$ cat src/rtl/fwd_pkg.sv
// Shared types for the forwarding/scoreboard block: forwarding-select encoding,
// register address width and the EX-stage forwarding priority function.
package fwd_pkg;

    localparam int REG_AW   = 5;
    localparam int NUM_REGS = 32;

    typedef enum logic [1:0] {
        NONE = 2'b00,
        WB   = 2'b01,
        MEM  = 2'b10
    } fwd_sel_t;

    // The younger producer (MEM) wins over WB; writes to r0 never forward.
    function automatic fwd_sel_t pick_fwd(
        input logic              mem_we,
        input logic [REG_AW-1:0] mem_rd,
        input logic              wb_we,
        input logic [REG_AW-1:0] wb_rd,
        input logic [REG_AW-1:0] rs
    );
        if (mem_we && mem_rd != '0 && mem_rd == rs) begin
            return MEM;
        end
        if (wb_we && wb_rd != '0 && wb_rd == rs) begin
            return WB;
        end
        return NONE;
    endfunction

endpackage

$ cat src/rtl/sb_entry.sv
// One scoreboard slot: pending flag plus countdown of remaining multi-cycle latency.
// A new issue takes priority over the slot finishing in the same cycle.
module sb_entry #(
    parameter int LAT_W = 4
) (
    input  logic             clk,
    input  logic             rst_n,
    input  logic             set_en,
    input  logic [LAT_W-1:0] set_lat,
    output logic             pending,
    output logic [LAT_W-1:0] count
);

    logic             pending_q, pending_d;
    logic [LAT_W-1:0] count_q,   count_d;

    // NOTE: every always_comb output gets a default first so no path can infer a latch.
    always_comb begin
        pending_d = pending_q;
        count_d   = count_q;
        if (set_en) begin
            pending_d = 1'b1;
            count_d   = set_lat;
        end else if (count_q != '0) begin
            count_d = count_q - 1'b1;
            if (count_q == LAT_W'(1)) begin
                pending_d = 1'b0;
            end
        end
    end

    // NOTE: state flops use non-blocking assignments so all slots update from pre-edge values.
    always_ff @(posedge clk or negedge rst_n) begin
        if (!rst_n) begin
            pending_q <= 1'b0;
            count_q   <= '0;
        end else begin
            pending_q <= pending_d;
            count_q   <= count_d;
        end
    end

    assign pending = pending_q;
    assign count   = count_q;

endmodule

$ cat src/rtl/forward_scoreboard.sv
// Operand forwarding selects, multi-cycle RAW/WAW scoreboard and pipeline stall.
// Optional build macro FWD_STALL_CNT_EN adds a 32-bit free-running stall-cycle counter.
module forward_scoreboard
    import fwd_pkg::*;
#(
    parameter int NUM_RD = 2,
    parameter int LAT_W  = 4
) (
    input  logic                     clk,
    input  logic                     rst_n,
    input  logic                     id_valid,
    input  logic [NUM_RD*REG_AW-1:0] id_rs,
    input  logic [NUM_RD-1:0]        id_rs_used,
    input  logic                     id_branch,
    input  logic                     id_we,
    input  logic [REG_AW-1:0]        id_rd,
    input  logic [LAT_W-1:0]         id_lat,
    input  logic [NUM_RD*REG_AW-1:0] ex_rs,
    input  logic                     ex_we,
    input  logic [REG_AW-1:0]        ex_rd,
    input  logic                     ex_is_load,
    input  logic                     mem_we,
    input  logic [REG_AW-1:0]        mem_rd,
    input  logic                     mem_is_load,
    input  logic                     wb_we,
    input  logic [REG_AW-1:0]        wb_rd,
    input  logic                     flush,
    output logic [NUM_RD-1:0]        id_fwd,
    output logic [NUM_RD*2-1:0]      ex_fwd,
    output logic                     stall
`ifdef FWD_STALL_CNT_EN
    ,
    output logic [31:0]              stall_cnt
`endif
);

    logic [NUM_REGS-1:0] pending;
    logic [LAT_W-1:0]    count [NUM_REGS];
    logic [REG_AW-1:0]   id_src [NUM_RD];
    logic [REG_AW-1:0]   ex_src [NUM_RD];
    logic                raw_hit;
    logic                waw_hit;
    logic                issue;

    assign pending[0] = 1'b0;
    assign count[0]   = '0;

    for (genvar r = 1; r < NUM_REGS; r++) begin : g_entry
        sb_entry #(
            .LAT_W  (LAT_W)
        ) u_entry (
            .clk    (clk),
            .rst_n  (rst_n),
            .set_en (issue && (id_rd == REG_AW'(r))),
            .set_lat(id_lat),
            .pending(pending[r]),
            .count  (count[r])
        );
    end

    always_comb begin
        for (int i = 0; i < NUM_RD; i++) begin
            id_src[i] = id_rs[i*REG_AW +: REG_AW];
            ex_src[i] = ex_rs[i*REG_AW +: REG_AW];
        end
    end

    always_comb begin
        id_fwd = '0;
        ex_fwd = '0;
        for (int i = 0; i < NUM_RD; i++) begin
            ex_fwd[2*i +: 2] = pick_fwd(mem_we, mem_rd, wb_we, wb_rd, ex_src[i]);
            id_fwd[i] = id_branch && id_rs_used[i] && mem_we && !mem_is_load &&
                        (mem_rd != '0) && (mem_rd == id_src[i]);
        end
    end

    // Branches resolve in ID, so any EX producer or a MEM load cannot reach them in time.
    always_comb begin
        raw_hit = 1'b0;
        for (int i = 0; i < NUM_RD; i++) begin
            if (id_rs_used[i] && id_src[i] != '0) begin
                if (pending[id_src[i]]) begin
                    raw_hit = 1'b1;
                end
                if (ex_we && (ex_rd == id_src[i]) && (ex_is_load || id_branch)) begin
                    raw_hit = 1'b1;
                end
                if (id_branch && mem_is_load && (mem_rd == id_src[i])) begin
                    raw_hit = 1'b1;
                end
            end
        end
        waw_hit = id_we && (id_rd != '0) && pending[id_rd] && (count[id_rd] > id_lat);
        stall   = id_valid && (raw_hit || waw_hit);
    end

    assign issue = id_valid && !stall && !flush && id_we && (id_rd != '0) && (id_lat != '0);

`ifdef FWD_STALL_CNT_EN
    logic [31:0] stall_cnt_q, stall_cnt_d;

    always_comb begin
        stall_cnt_d = stall_cnt_q;
        if (stall) begin
            stall_cnt_d = stall_cnt_q + 32'd1;
        end
    end

    always_ff @(posedge clk or negedge rst_n) begin
        if (!rst_n) begin
            stall_cnt_q <= '0;
        end else begin
            stall_cnt_q <= stall_cnt_d;
        end
    end

    assign stall_cnt = stall_cnt_q;
`endif

endmodule

$ cat config.mk
export PLATFORM = sky130hd
export DESIGN_NAME = forward_scoreboard
export DESIGN_NICKNAME = d
export VERILOG_FILES = /design/src/rtl/fwd_pkg.sv /design/src/rtl/sb_entry.sv /design/src/rtl/forward_scoreboard.sv
export SDC_FILE = /design/constraint.sdc
export NUM_CORES = 1
export LEC_CHECK = 0
export CORE_MARGIN = 4
export CORE_UTILIZATION = 59
export CTS_CLUSTER_SIZE = 16
export DETAILED_ROUTE_END_ITERATION = 6
export PLACE_DENSITY = 0.81
export SLEW_MARGIN = 5
export SYNTH_ARGS = -nofsm -noshare
export SYNTH_HDL_FRONTEND = slang
export SYNTH_HIERARCHICAL = 1
export SYNTH_SLANG_ARGS = --single-unit
$ cat constraint.sdc
create_clock -name clk -period 6.5 [get_ports clk]
set_input_delay 0.975 -clock clk [delete_from_list [all_inputs] [get_ports clk]]
set_output_delay 0.975 -clock clk [all_outputs]
set_load 0.01 [all_outputs]
==> impl_metrics.env <==
export IMPL_outcome="finished, final reports clean"
export IMPL_drv_cap=0
export IMPL_grt_use_met3_pct=6.74
export IMPL_rsz0062_at_grt="false"
export IMPL_fin_nets=1380
export IMPL_grt_pass1_vias=9703
export IMPL_yosys_cell_types_count=50
export IMPL_synth_seq_cells=155
export IMPL_cp_num_buf_inv=2
export IMPL_dpl_hpwl_mm=22.8
export IMPL_area_growth_pct=14.1
export IMPL_regToRegStartpoint="g_entry[17].u_entry/count[1]"
export IMPL_crit_family="compound AO/OA/AOI/OAI gates"
export IMPL_cp_arrival_ns=5.02
export IMPL_worstReg2RegEnd="g_entry[29].u_entry/count[1]"
export IMPL_grt_busiest_layer="met2"
export IMPL_ys_top_cells_by_area="dfrtp_1, ha_1, mux4_2"
export IMPL_coreArea_sq_mm=0.0197
export IMPL_grtUsageTotal_pct=29.4
export IMPL_cts_tree="done"
export IMPL_final_period_utilization_pct=92.2
export IMPL_die_w_um=151
export IMPL_grt_pass1_wl_mm=51.6
export IMPL_netlist_area_leader_share_pct=32.3
export IMPL_yosysWarnings=6
export IMPL_cp_common_cell="mux4_2"
export IMPL_synthArstFlopShare_pct=100
export IMPL_grt_util_met2_pct=48.2
export IMPL_row_count=51
export IMPL_vias_per_cell=6.32
export IMPL_ctsRootBufferMaster="clkbuf_16"
export IMPL_p_total_w=0.00585
export IMPL_crit_type="primary input to output port"
export IMPL_yosys_area_top_type="dfrtp_1"
export IMPL_io_buffers=63
export IMPL_p_leak_nw=5.93
export IMPL_clk_pin_slew_ns=0.06
export IMPL_dieHeight_um=151
export IMPL_power_density_mw_per_mm2=427
export IMPL_finalMaxSlewViolations=0
export IMPL_gp_congestion=0.929
export IMPL_drtIter0Drc=927
export IMPL_cp_data_required_time_ns=5.52
export IMPL_ir_drop_mv=0.155
export IMPL_die_area_sq_mm=0.0227
export IMPL_drc=0
export IMPL_dp_cells=1472
export IMPL_initial_core_util_pct=61.0
export IMPL_start_kind="primary input"
export IMPL_synth_top_flop_cell="dfrtp_1"
export IMPL_ant_nets=0
export IMPL_finalSetupViolations=0
export IMPL_synth_seq_area_share_pct=32.3
export IMPL_fin_skew_ns=0.0208
export IMPL_slowest_delay_ns=0.61
export IMPL_wire_per_inst_um=21.5
export IMPL_syn_nets=1311
export IMPL_syn_avg_cell_area_sq_um=10.4
export IMPL_max_slew_margin_pct=29.6
export IMPL_ctsResizeCount=0
export IMPL_worst_slew_pin_slew_ns=1.05
export IMPL_clk_insertion_delay_late_ns=0.44
export IMPL_fin_setup_tns_ns=0
export IMPL_wirelength_mm=32.3
export IMPL_yosysMostFrequentCell="dfrtp_1"
export IMPL_crit_fanout=34
export IMPL_clk_path_buf_depth=2
export IMPL_cts_buffers=17
export IMPL_h_tree_depth=4
export IMPL_netlist_area_sq_mm=0.0120
export IMPL_fmax_mhz=167
export IMPL_insertedDiodeCount=0
export IMPL_numClockSinks=155
export IMPL_overflow=0
export IMPL_synthCells=1157
export IMPL_drive_above_1_share_pct=17.1
export IMPL_netlist_top_cells_count="dfrtp_1, ha_1, nand2_1"
export IMPL_slowest_stage="buf_2"
export IMPL_path_cells="buf_2 -> mux4_2 -> mux4_2 -> mux2_2 -> ha_1 -> nor2b_1 -> o21a_1 -> o21ai_0 -> a21oi_1 -> a2111oi_0 -> a21boi_0 -> clkdlybuf4s50_1"
export IMPL_rr_worst_depth=12
export IMPL_ff2ff_setup_slack_ns=1.73
export IMPL_dr_pass1_iters=5
export IMPL_synth_edf_count=0
export IMPL_min_path_type="primary input to async pin"
export IMPL_use_met1_pct=38.2
export IMPL_num_vias=9503
export IMPL_hold_buffers=0
export IMPL_cts_setup_buffers=0
export IMPL_antenna_found_initial=0
export IMPL_endpoint_kind="output port"
export IMPL_final_cells=1503
export IMPL_finalHoldViolCount=0
export IMPL_boundaryPins=64
export IMPL_grt_max_degree=60
export IMPL_fin_crit_ns=5.99
## layout make-up
| cell class | instances | area (sq um) |
|---|---|---|
| clock buffer | 22 | 464 |
| sequential | 155 | 3880 |
| clock inverter | 9 | 185 |
| timing repair buffer | 105 | 950 |
| inverter | 70 | 263 |
| fill | 1439 | 6010 |
| tap | 265 | 332 |
| multi-input combinational | 877 | 7640 |
## through the flow
stage,utilization (%),instance area (sq um),hold WS (ns),setup WS (ns)
2_1_floorplan,-,12000,0.478,0.860
3_3_place_gp,66.2,13100,0.507,0.681
3_5_place_dp,66.2,13100,0.516,0.610
4_1_cts,69.5,13700,0.523,0.584
5_1_grt,69.5,13700,0.536,0.374
6_report,69.5,13700,0.506,0.510
## flip-flops by register name, indices dropped and copies added, names as in the netlist
register	count
g_entry.u_entry/count	124
g_entry.u_entry/pending	31
## worst reg2reg max path, cell delays in order (launching register included)
cell	delay, ns
dfrtp_1	0.44
mux4_2	0.48
mux4_2	0.48
mux2_2	0.28
ha_1	0.29
nor2b_1	0.14
o21a_1	0.16
o21ai_0	0.15
a21oi_1	0.12
a2111o_1	0.71
buf_4	0.32
nor3_1	0.66
mux2_2	0.41
## layer usage
layer,share of wire [%],routed length [um]
met1,40,13000
met2,47,15200
met3,9.3,3000
met4,3.2,1040
met5,0,0
## how the worst max path moves through the flow
stage	startpoint	to	slack [ns]	depth (start not counted)
global placement	id_rd[1]	stall	0.68	12
detailed placement	id_rd[1]	stall	0.61	12
CTS	id_rd[1]	stall	0.58	12
global route	id_rd[1]	stall	0.37	12
floorplan	id_rd[1]	g_entry[8].u_entry/count[1]	0.86	15
finish	id_rd[1]	stall	0.51	12
## kinds of logic (layout without fill, tap and decap cells)
logic type,count (synthesis),after routing,synth area share (%)
AND/OR/NAND/NOR,346,346,16.6
multiplexers,188,188,21.4
flip-flops,155,155,32.3
AO/OA/AOI/OAI,144,144,8.02
buffers and inverters,125,206,4.21
XOR/XNOR,102,102,7.43
adder cells (fa/ha/maj),97,97,10.1
## placed cells by master, fill, tap and decap left out, drive strengths merged, types with 10 or more instances in the layout
| master | instances |
|---|---|
| nor2 | 40 |
| nand3b | 34 |
| a21o | 31 |
| mux2i | 42 |
| o31ai | 31 |
| buf | 45 |
| xnor2 | 80 |
| dfrtp | 155 |
| mux2 | 101 |
| o21ai | 54 |
| nor2b | 11 |
| clkbuf | 22 |
| inv | 72 |
| xor2 | 22 |
| clkdlybuf4s50 | 60 |
| nor3b | 35 |
| nor4 | 10 |
| ha | 97 |
| nor3 | 57 |
| nand3 | 36 |
| nand2 | 94 |
| mux4 | 45 |
## report_power, final
| group | internal (W) | switching, W | total, W | leakage (nW) |
|---|---|---|---|---|
| Combinational | 0.00143 | 0.00123 | 0.00266 | 3.71 |
| Clock | 0.000704 | 0.000411 | 0.00112 | 0.315 |
| Sequential | 0.00143 | 0.000653 | 0.00208 | 1.90 |
| Total | 0.00356 | 0.00229 | 0.00585 | 5.93 |
No activity file was read; power rests on OpenSTA's default activity.
